[src/rtl/my_top_level.sv]
// ---------------------------------------------------------------------------
// my_top_level
//   Registered unsigned adder.  Each rising edge samples io_A and io_B.
//   Their modulo-2^WIDTH sum appears on io_X after LATENCY register stages.
//   There is no handshake, so a new operand pair is accepted on every edge.
//
// Parameters
//   WIDTH    operand and result width
//   LATENCY  register stages from operand sample to io_X (legal range 1..4)
//
// Ports
//   clk    in   system clock; all state updates on the rising edge
//   reset  in   synchronous, active-high; clears every pipeline stage
//   io_A   in   operand A, unsigned, WIDTH bits
//   io_B   in   operand B, unsigned, WIDTH bits
//   io_X   out  registered sum (io_A + io_B) mod 2^WIDTH
// ---------------------------------------------------------------------------
module my_top_level #(
    parameter int unsigned WIDTH   = 8,
    parameter int unsigned LATENCY = 1
) (
    input  logic             clk,
    input  logic             reset,
    input  logic [WIDTH-1:0] io_A,
    input  logic [WIDTH-1:0] io_B,
    output logic [WIDTH-1:0] io_X
);

    // The carry-out in bit WIDTH is computed but dropped.
    logic [WIDTH:0]   w_sum_full;
    logic [WIDTH-1:0] w_sum;

    // Stage 0 captures the fresh sum.  Stage LATENCY-1 drives io_X.
    logic [WIDTH-1:0] r_pipe [LATENCY];

    always_comb begin
        w_sum_full = {1'b0, io_A} + {1'b0, io_B};
        w_sum      = w_sum_full[WIDTH-1:0];
    end

    // Reset wins over capture.  Undefined operands present during reset
    // therefore never enter the pipe, and in-flight sums are flushed.
    always_ff @(posedge clk) begin
        if (reset) begin
            for (int unsigned i = 0; i < LATENCY; i++) begin
                r_pipe[i] <= '0;
            end
        end else begin
            r_pipe[0] <= w_sum;
            for (int unsigned i = 1; i < LATENCY; i++) begin
                r_pipe[i] <= r_pipe[i-1];
            end
        end
    end

    assign io_X = r_pipe[LATENCY-1];

endmodule

[config.mk]
export PLATFORM = sky130hd
export DESIGN_NAME = my_top_level
export DESIGN_NICKNAME = d
export VERILOG_FILES = /design/src/rtl/my_top_level.sv
export SDC_FILE = /design/constraint.sdc
export NUM_CORES = 1
export LEC_CHECK = 0
export ABC_AREA = 1
export BUFFER_PORTS_ARGS = -buffer_cell sky130_fd_sc_hd__buf_4
export CAP_MARGIN = 10
export CORE_AREA = 2 2 39 41
export CTS_CLUSTER_SIZE = 40
export DETAILED_ROUTE_END_ITERATION = 8
export DIE_AREA = 0 0 41 43
export HOLD_SLACK_MARGIN = 0.12
export PLACE_DENSITY = 0.72
export SYNTH_ARGS = -nofsm -noshare
export SYNTH_HDL_FRONTEND = slang
export SYNTH_SLANG_ARGS = --single-unit
[constraint.sdc]
create_clock -name clk -period 3.1 [get_ports clk]
set_input_delay 0.465 -clock clk [delete_from_list [all_inputs] [get_ports clk]]
set_output_delay 0.465 -clock clk [all_outputs]
set_load 0.02 [all_outputs]
* Yosys cells after proc, flatten, opt, wreduce, memory -nomap -nowiden
Memories as Yosys holds them, arrays and structs flattened. Index checks and enable logic that the tools add are counted.
Cells by class: multiplexer cells 5, reduce and logical (&&, ||, !) cells 1, $add $sub $neg 1
Operator list (count):
- 8-bit adder | 1
- 8-bit two-way mux | 1
- 8-bit OR reduction | 1
- 1-bit two-way mux | 4
Storage, ports and cells: output and inout port bits 8, word-level logic and storage cells 8, register bits 0, memories 1, bits of input ports 18, memory bits (writable) 8
Memories:
- r_pipe | depth 1, width 8, read ports 1, clocked after Yosys merged registers in 0, write ports 1, RTL line 34 | logic [WIDTH-1:0] r_pipe [LATENCY];

* Longest topological paths before layout
Gate-level depths: netlist of run 1.
depth after elaboration 3, gate-level depth with buffers 10, depth with buffers taken out 10

* Least setup slack after synthesis of run 1
OpenSTA, ideal clock, no wires.
path kind input to register, from in io_A[0], to mem r_pipe[0][6], library setup time 115 ps, stages 9, data arrival time 1438 ps, setup slack 1547 ps, required time 2985 ps, buffers on the path 0, path through ha_1 > inv_1 > fa_1 > inv_1 > nand2_1 > nand2_1 > nand3b_1 > a21oi_1 > nor2_1
Between the ends: longest elaborated chain between the ends 2
Ends and longest elaborated chain:
- start: declaration | RTL line 24 | input logic [WIDTH-1:0] io_A,
- 8-bit adder | RTL line 37 | w_sum_full = {1'b0, io_A} + {1'b0, io_B};
- 8-bit two-way mux (no line)
- end: declaration | RTL line 34
No other way between the ends.

* Worst setup path in the final report of run 1
Same ends and word-level chain as after synthesis.

==> results.ini, run 1 <==
[status]
outcome = completed

[yosys]
yosys.area.top_type = dfxtp_1
yosys_warnings = 0
syn_area_um2 = 541
avgSynthCellArea_um2 = 7.02
synth_top_cell_area_share = 0.296
synthCells = 77
ys_seq_area_frac = 0.296
synth_cell_types = 15
synthTopCellsByArea = dfxtp_1 (30%), ha_1 (16%), nand2_1 (13%), nor2_1 (9.7%), inv_1 (7.6%)
yosys_register_bits = 8
syn-num-nets = 103

[layout]
num_antenna_cells = 0
final_cells = 121
largest_register = r_pipe
final_common_cell = buf_4
largest_reg_flops = 8
post-route-util = 0.557
reg_top3 = r_pipe x8
drive_gt1_frac = 0.314
layout_common_cells = buf_4 (25), nand2_1 (18), nor2_1 (14)
nNetsFinal = 133
syn_to_final_growth_pct = 42.6

[cts]
cts_tree = done
cts_buffers = 3
cts_htree_levels = 1
cts_sinks = 8
cts_resized = 0
cts_setup_buffers = 0
clockRootBuffer = clkbuf_4
cts_buffer_depth = 2
cts_hold_buf = 0
path_clk_slew_ns = 0.05

[power_and_ir_drop]
leakage_nw = 0.438
power.switching_mw = 0.0937
p_int_mw = 0.214
swShare = 0.304
powerDensity_nw_per_um2 = 400
power_frac_comb = 0.370
ir_drop_v = 0.000120
p_seq_frac = 0.381
pwr-share-clk = 0.250

[sta]
slew_headroom = 0.885
fin_crit_sh = 0.473
fmax_mhz = 681
slew_viol_final = 0
rsz0062_at_grt = false
fin_hold_ws_ns = 0.395
worst-slew-pin-transition_ns = 0.172
finalHoldViolations = 0
setup_viol = 0
min_period_ns = 1.47
tns_ns = 0

[floorplanning]
dieArea_um2 = 1760
die_height_um = 43
num_io_pins = 26
die_w_um = 41
num_rows = 14
coreArea_um2 = 1380
initial_core_util = 0.391

[global_routing]
grt_pass1_vias = 490
overflow = 0
grt_usage = 0.160
grt_start_max_net_pins = 7
grt_pass1_wl_um = 1890
antenna_found_initial = 0

[critical_path]
crit_type = in2reg
cp_max_fo = 2
end_kind = register
start_kind = input port
cp_data_required_time_ns = 3.24
arrival_ns = 1.61

[place]
numPortBuffers = 25
gp_congestion = 0.801
dp.final_hpwl_um = 981
place_inst = 118

[run]
max_cap_viol_count = 0

[routing]
drt_iter0_markers = 7
vias = 558
dr.pass1.iters = 4
drt_wl_total_um = 1130
via_per_inst = 4.61
post_drt_wl_per_cell_um = 9.31
drc = 0
antenna_left = 0

[min_path]
hp-class = in2reg

[power by group through the flow]
stage / clock (mW) / sequential (mW) / combinational [mW]
2_1_floorplan: 0 / 0.134 / 0.0548
3_3_place_gp: 0 / 0.119 / 0.112
3_5_place_dp: 0 / 0.120 / 0.114
4_1_cts: 0.0787 / 0.118 / 0.115
5_1_grt: 0.0871 / 0.118 / 0.128
6_report: 0.0769 / 0.117 / 0.114
[per-stage QoR]
stage | power, mW | instance area, um2 | worst slack, ns
6_report | 0.308 | 771 | 1.63
5_1_grt | 0.334 | 771 | 1.52
4_1_cts | 0.311 | 771 | 1.63
3_5_place_dp | 0.234 | 748 | 1.36
3_3_place_gp | 0.231 | 748 | 1.42
2_1_floorplan | 0.189 | 541 | 1.55
[cells in the mapped netlist (all sizes together)]
cell type	n
nand2	19
nand3	4
fa	1
inv	12
xnor2	1
a21oi	5
nor2	14
nand3b	2
or2	2
and2	2
dfxtp	8
ha	7
[critical path, cell delays in order]
cell and delay (ns):
buf_4 0.08, ha_1 0.16, inv_1 0.06, fa_1 0.35, inv_1 0.07, nand2_1 0.06
nand2_1 0.08, nand3b_1 0.09, a21oi_1 0.14, nor2_1 0.06
[final cells by class]
class	instances	area (um2)
multi-input combinational	57	335
tap	16	20.0
inverter	12	45.0
sequential	8	160
fill	140	613
clock buffer	3	22.5
timing repair buffer	25	188
[cell families (layout without fill, tap and decap cells)]
logic type	after synthesis	count (layout)	synth area share
xor+xnor	1	1	0.0162
compound gates	5	5	0.0463
fa+ha+maj	8	8	0.199
buf+inv	12	40	0.0833
flops	8	8	0.296
simple gates	43	43	0.359
[layer usage]
layer  wire length (um)  GRT usage  vias to the layer above
met1                450      0.179                      247
met3                 39     0.0157                        2
met4                 15      0.133                        0
met2                621      0.253                       14
li1                   -          -                      295
met5                  0          0                        -
[path summary, 6_finish.rpt]
kind | to | start | cells past startpoint | slack [ns]
worst max-delay path | r_pipe[0][6] | io_A[0] | 10 | 1.63
worst min-delay path | r_pipe[0][1] | reset | 2 | 0.39
Power figures use the tool's default switching activity.
==> run 2, diff against run 1 <==
Settings changed: CORE_AREA 2 2 39 41 to unset, CORE_UTILIZATION set to 39, DIE_AREA 0 0 41 43 to unset.
Clock period 3.1 ns to 1.2 ns, I/O delays scaled along.
==> run 2 against run 1 <==
- first-iteration DRC count is 43% higher
- via count stayed put
- wire length is 6.5% higher
- non-clock buffer count is 3 higher
- global-route usage is 2.9 points higher
- core utilization is 7.2 points higher
- final area is 6.2% higher
- critical path depth is 1 higher
==> results.ini, run 2 (synthesis gave the netlist of run 1 again) <==
[layout]
nNetsFinal = 136  ; was 133
largest_register = r_pipe  ; unchanged
post-route-util = 0.629  ; was 0.557
syn_to_final_growth_pct = 51.4  ; was 42.6%
final_cells = 123  ; was 121
num_antenna_cells = 0  ; unchanged
layout_common_cells = buf_4 (27), nand2_1 (16), nor2_1 (14)  ; was buf_4 (25), nand2_1 (18), nor2_1 (14)
largest_reg_flops = 8  ; unchanged
drive_gt1_frac = 0.389  ; was 0.314
reg_top3 = r_pipe x8  ; unchanged
final_common_cell = buf_4  ; unchanged
stdcell_area_um2 = 818  ; was 771 um2

[power_and_ir_drop]
p_total_mw = 0.831  ; was 0.308 mW
leakage_nw = 0.450  ; was 0.438 nW
ir_drop_v = 0.000491  ; was 0.000120 V
powerDensity_nw_per_um2 = 1020  ; was 400 nW/um2

[cts]
path_clk_slew_ns = 0.06  ; was 0.05 ns
cts_setup_buffers = 0  ; unchanged
clockRootBuffer = clkbuf_4  ; unchanged
cts_sinks = 8  ; unchanged
cts_htree_levels = 1  ; unchanged
cts_buffer_depth = 2  ; unchanged
cts_tree = done  ; unchanged
cts_buffers = 3  ; unchanged

[routing]
wl_met3_um = 82  ; was 39 um
post_drt_wl_per_cell_um = 9.76  ; was 9.31 um
via_per_inst = 4.54  ; was 4.61
wl_met2_um = 645  ; was 621 um
drc = 0  ; unchanged
top_layer_used = met4  ; unchanged
drt_wl_total_um = 1200  ; was 1130 um
m1WireLength_um = 464  ; was 450 um
vias = 558  ; unchanged
antenna_left = 0  ; unchanged
drt_iter0_markers = 10  ; was 7
dr.pass1.iters = 4  ; unchanged

[place]
numPortBuffers = 25  ; unchanged
dp.final_hpwl_um = 1010  ; was 981 um
place_inst = 119  ; was 118
gp_congestion = 0.746  ; was 0.801
dpl-instance-area_um2 = 779  ; was 748 um2
pre_cts_ws_ns = -0.205  ; was 1.36 ns

[critical_path]
path_cells = buf_4 -> ha_4 -> inv_2 -> fa_2 -> inv_2 -> nand2_2 -> nand2_2 -> nand3b_1 -> nand3_1 -> nand2_1 -> nor2_1  ; was buf_4 -> ha_1 -> inv_1 -> fa_1 -> inv_1 -> nand2_1 -> nand2_1 -> nand3b_1 -> a21oi_1 -> nor2_1
crit_type = in2reg  ; unchanged
cpMaxStageDelayCell = fa_2  ; was fa_1
cp_max_fo = 2  ; unchanged
cpPeakStageDelay_ns = 0.33  ; was 0.35 ns
arrival_ns = 1.30  ; was 1.61 ns
start_kind = input port  ; unchanged
cp_data_required_time_ns = 1.39  ; was 3.24 ns
end_kind = register  ; unchanged

[sta]
tns_ns = 0  ; unchanged
fmax_mhz = 901
fin_ws_ns = 0.0901  ; was 1.63 ns
slew_headroom = 0.845  ; was 0.885
slew_viol_final = 0  ; unchanged
fin_hold_ws_ns = 0.278  ; was 0.395 ns
worst-slew-pin-transition_ns = 0.233  ; was 0.172 ns
finalHoldViolations = 0  ; unchanged
min_period_ns = 1.11
fin_crit_sh = 0.925
setup_viol = 0  ; unchanged
rsz0062_at_grt = false  ; unchanged

[run]
max_cap_viol_count = 0  ; unchanged

[status]
outcome = completed  ; unchanged

[global_routing]
grt_start_max_net_pins = 7  ; unchanged
antenna_found_initial = 0  ; unchanged
grt_pass1_wl_um = 1930  ; was 1890 um
grt_usage = 0.190  ; was 0.160
overflow = 0  ; unchanged
grt_pass1_vias = 496  ; was 490

[floorplanning]
num_io_pins = 26  ; unchanged
initial_core_util = 0.415  ; was 0.391
die_height_um = 39.2  ; was 43 um
die_w_um = 39.2  ; was 41 um
coreArea_um2 = 1300  ; was 1380 um2
num_rows = 13  ; was 14
dieArea_um2 = 1540  ; was 1760 um2

[min_path]
hp-class = in2reg  ; unchanged

-- run 2: cell count changes in the layout (fill, tap and decap cells not counted), sizes merged --
cell	delta
buf	+2
dlygate4sd3	+1
-- run 2: worst paths after layout --
path / startpoint / end / cells after the start
setup / recovery: io_A[0] / r_pipe[0][6] / 11
hold / removal: io_B[0] / r_pipe[0][0] / 4
-- run 2: report_power, final --
group / switching, mW / internal [mW] / total [mW] / leakage, nW
combinational: 0.161 / 0.159 / 0.320 / 0.369
clock: 0.0938 / 0.115 / 0.208 / 0.0138
sequential: 0.00737 / 0.295 / 0.303 / 0.0668
total: 0.262 / 0.569 / 0.831 / 0.450
-- run 2: final cells by class --
cell class / count / area [um2]
repair buffers: 28 / 213
inverters: 12 / 45.0
multi-input cells: 57 / 359
clock buffers: 3 / 22.5
fillers: 124 / 483
well taps: 15 / 18.8
flip-flops and latches: 8 / 160
-- run 2: critical path, delay by kind of cell --
family	cells	cell delay, ns
buffers and inverters	3	0.20
adder cells (fa/ha/maj)	2	0.46
AND/OR/NAND/NOR	6	0.47
-- run 2: routing by layer --
| metal | up-vias | track usage |
|---|---|---|
| met3 | 2 | 0.0347 |
| met2 | 25 | 0.358 |
| li1 | 300 | - |
| met1 | 231 | 0.200 |
| met4 | 0 | 0.0776 |
| met5 | - | 0 |
-- run 2: repair_timing --
item / CTS / global route
gates resized for setup: 0 / 2
endpoints found under the setup margin: 0 / 1
hold buffers: 1 / 0
endpoints found under the hold margin: 2 / 0
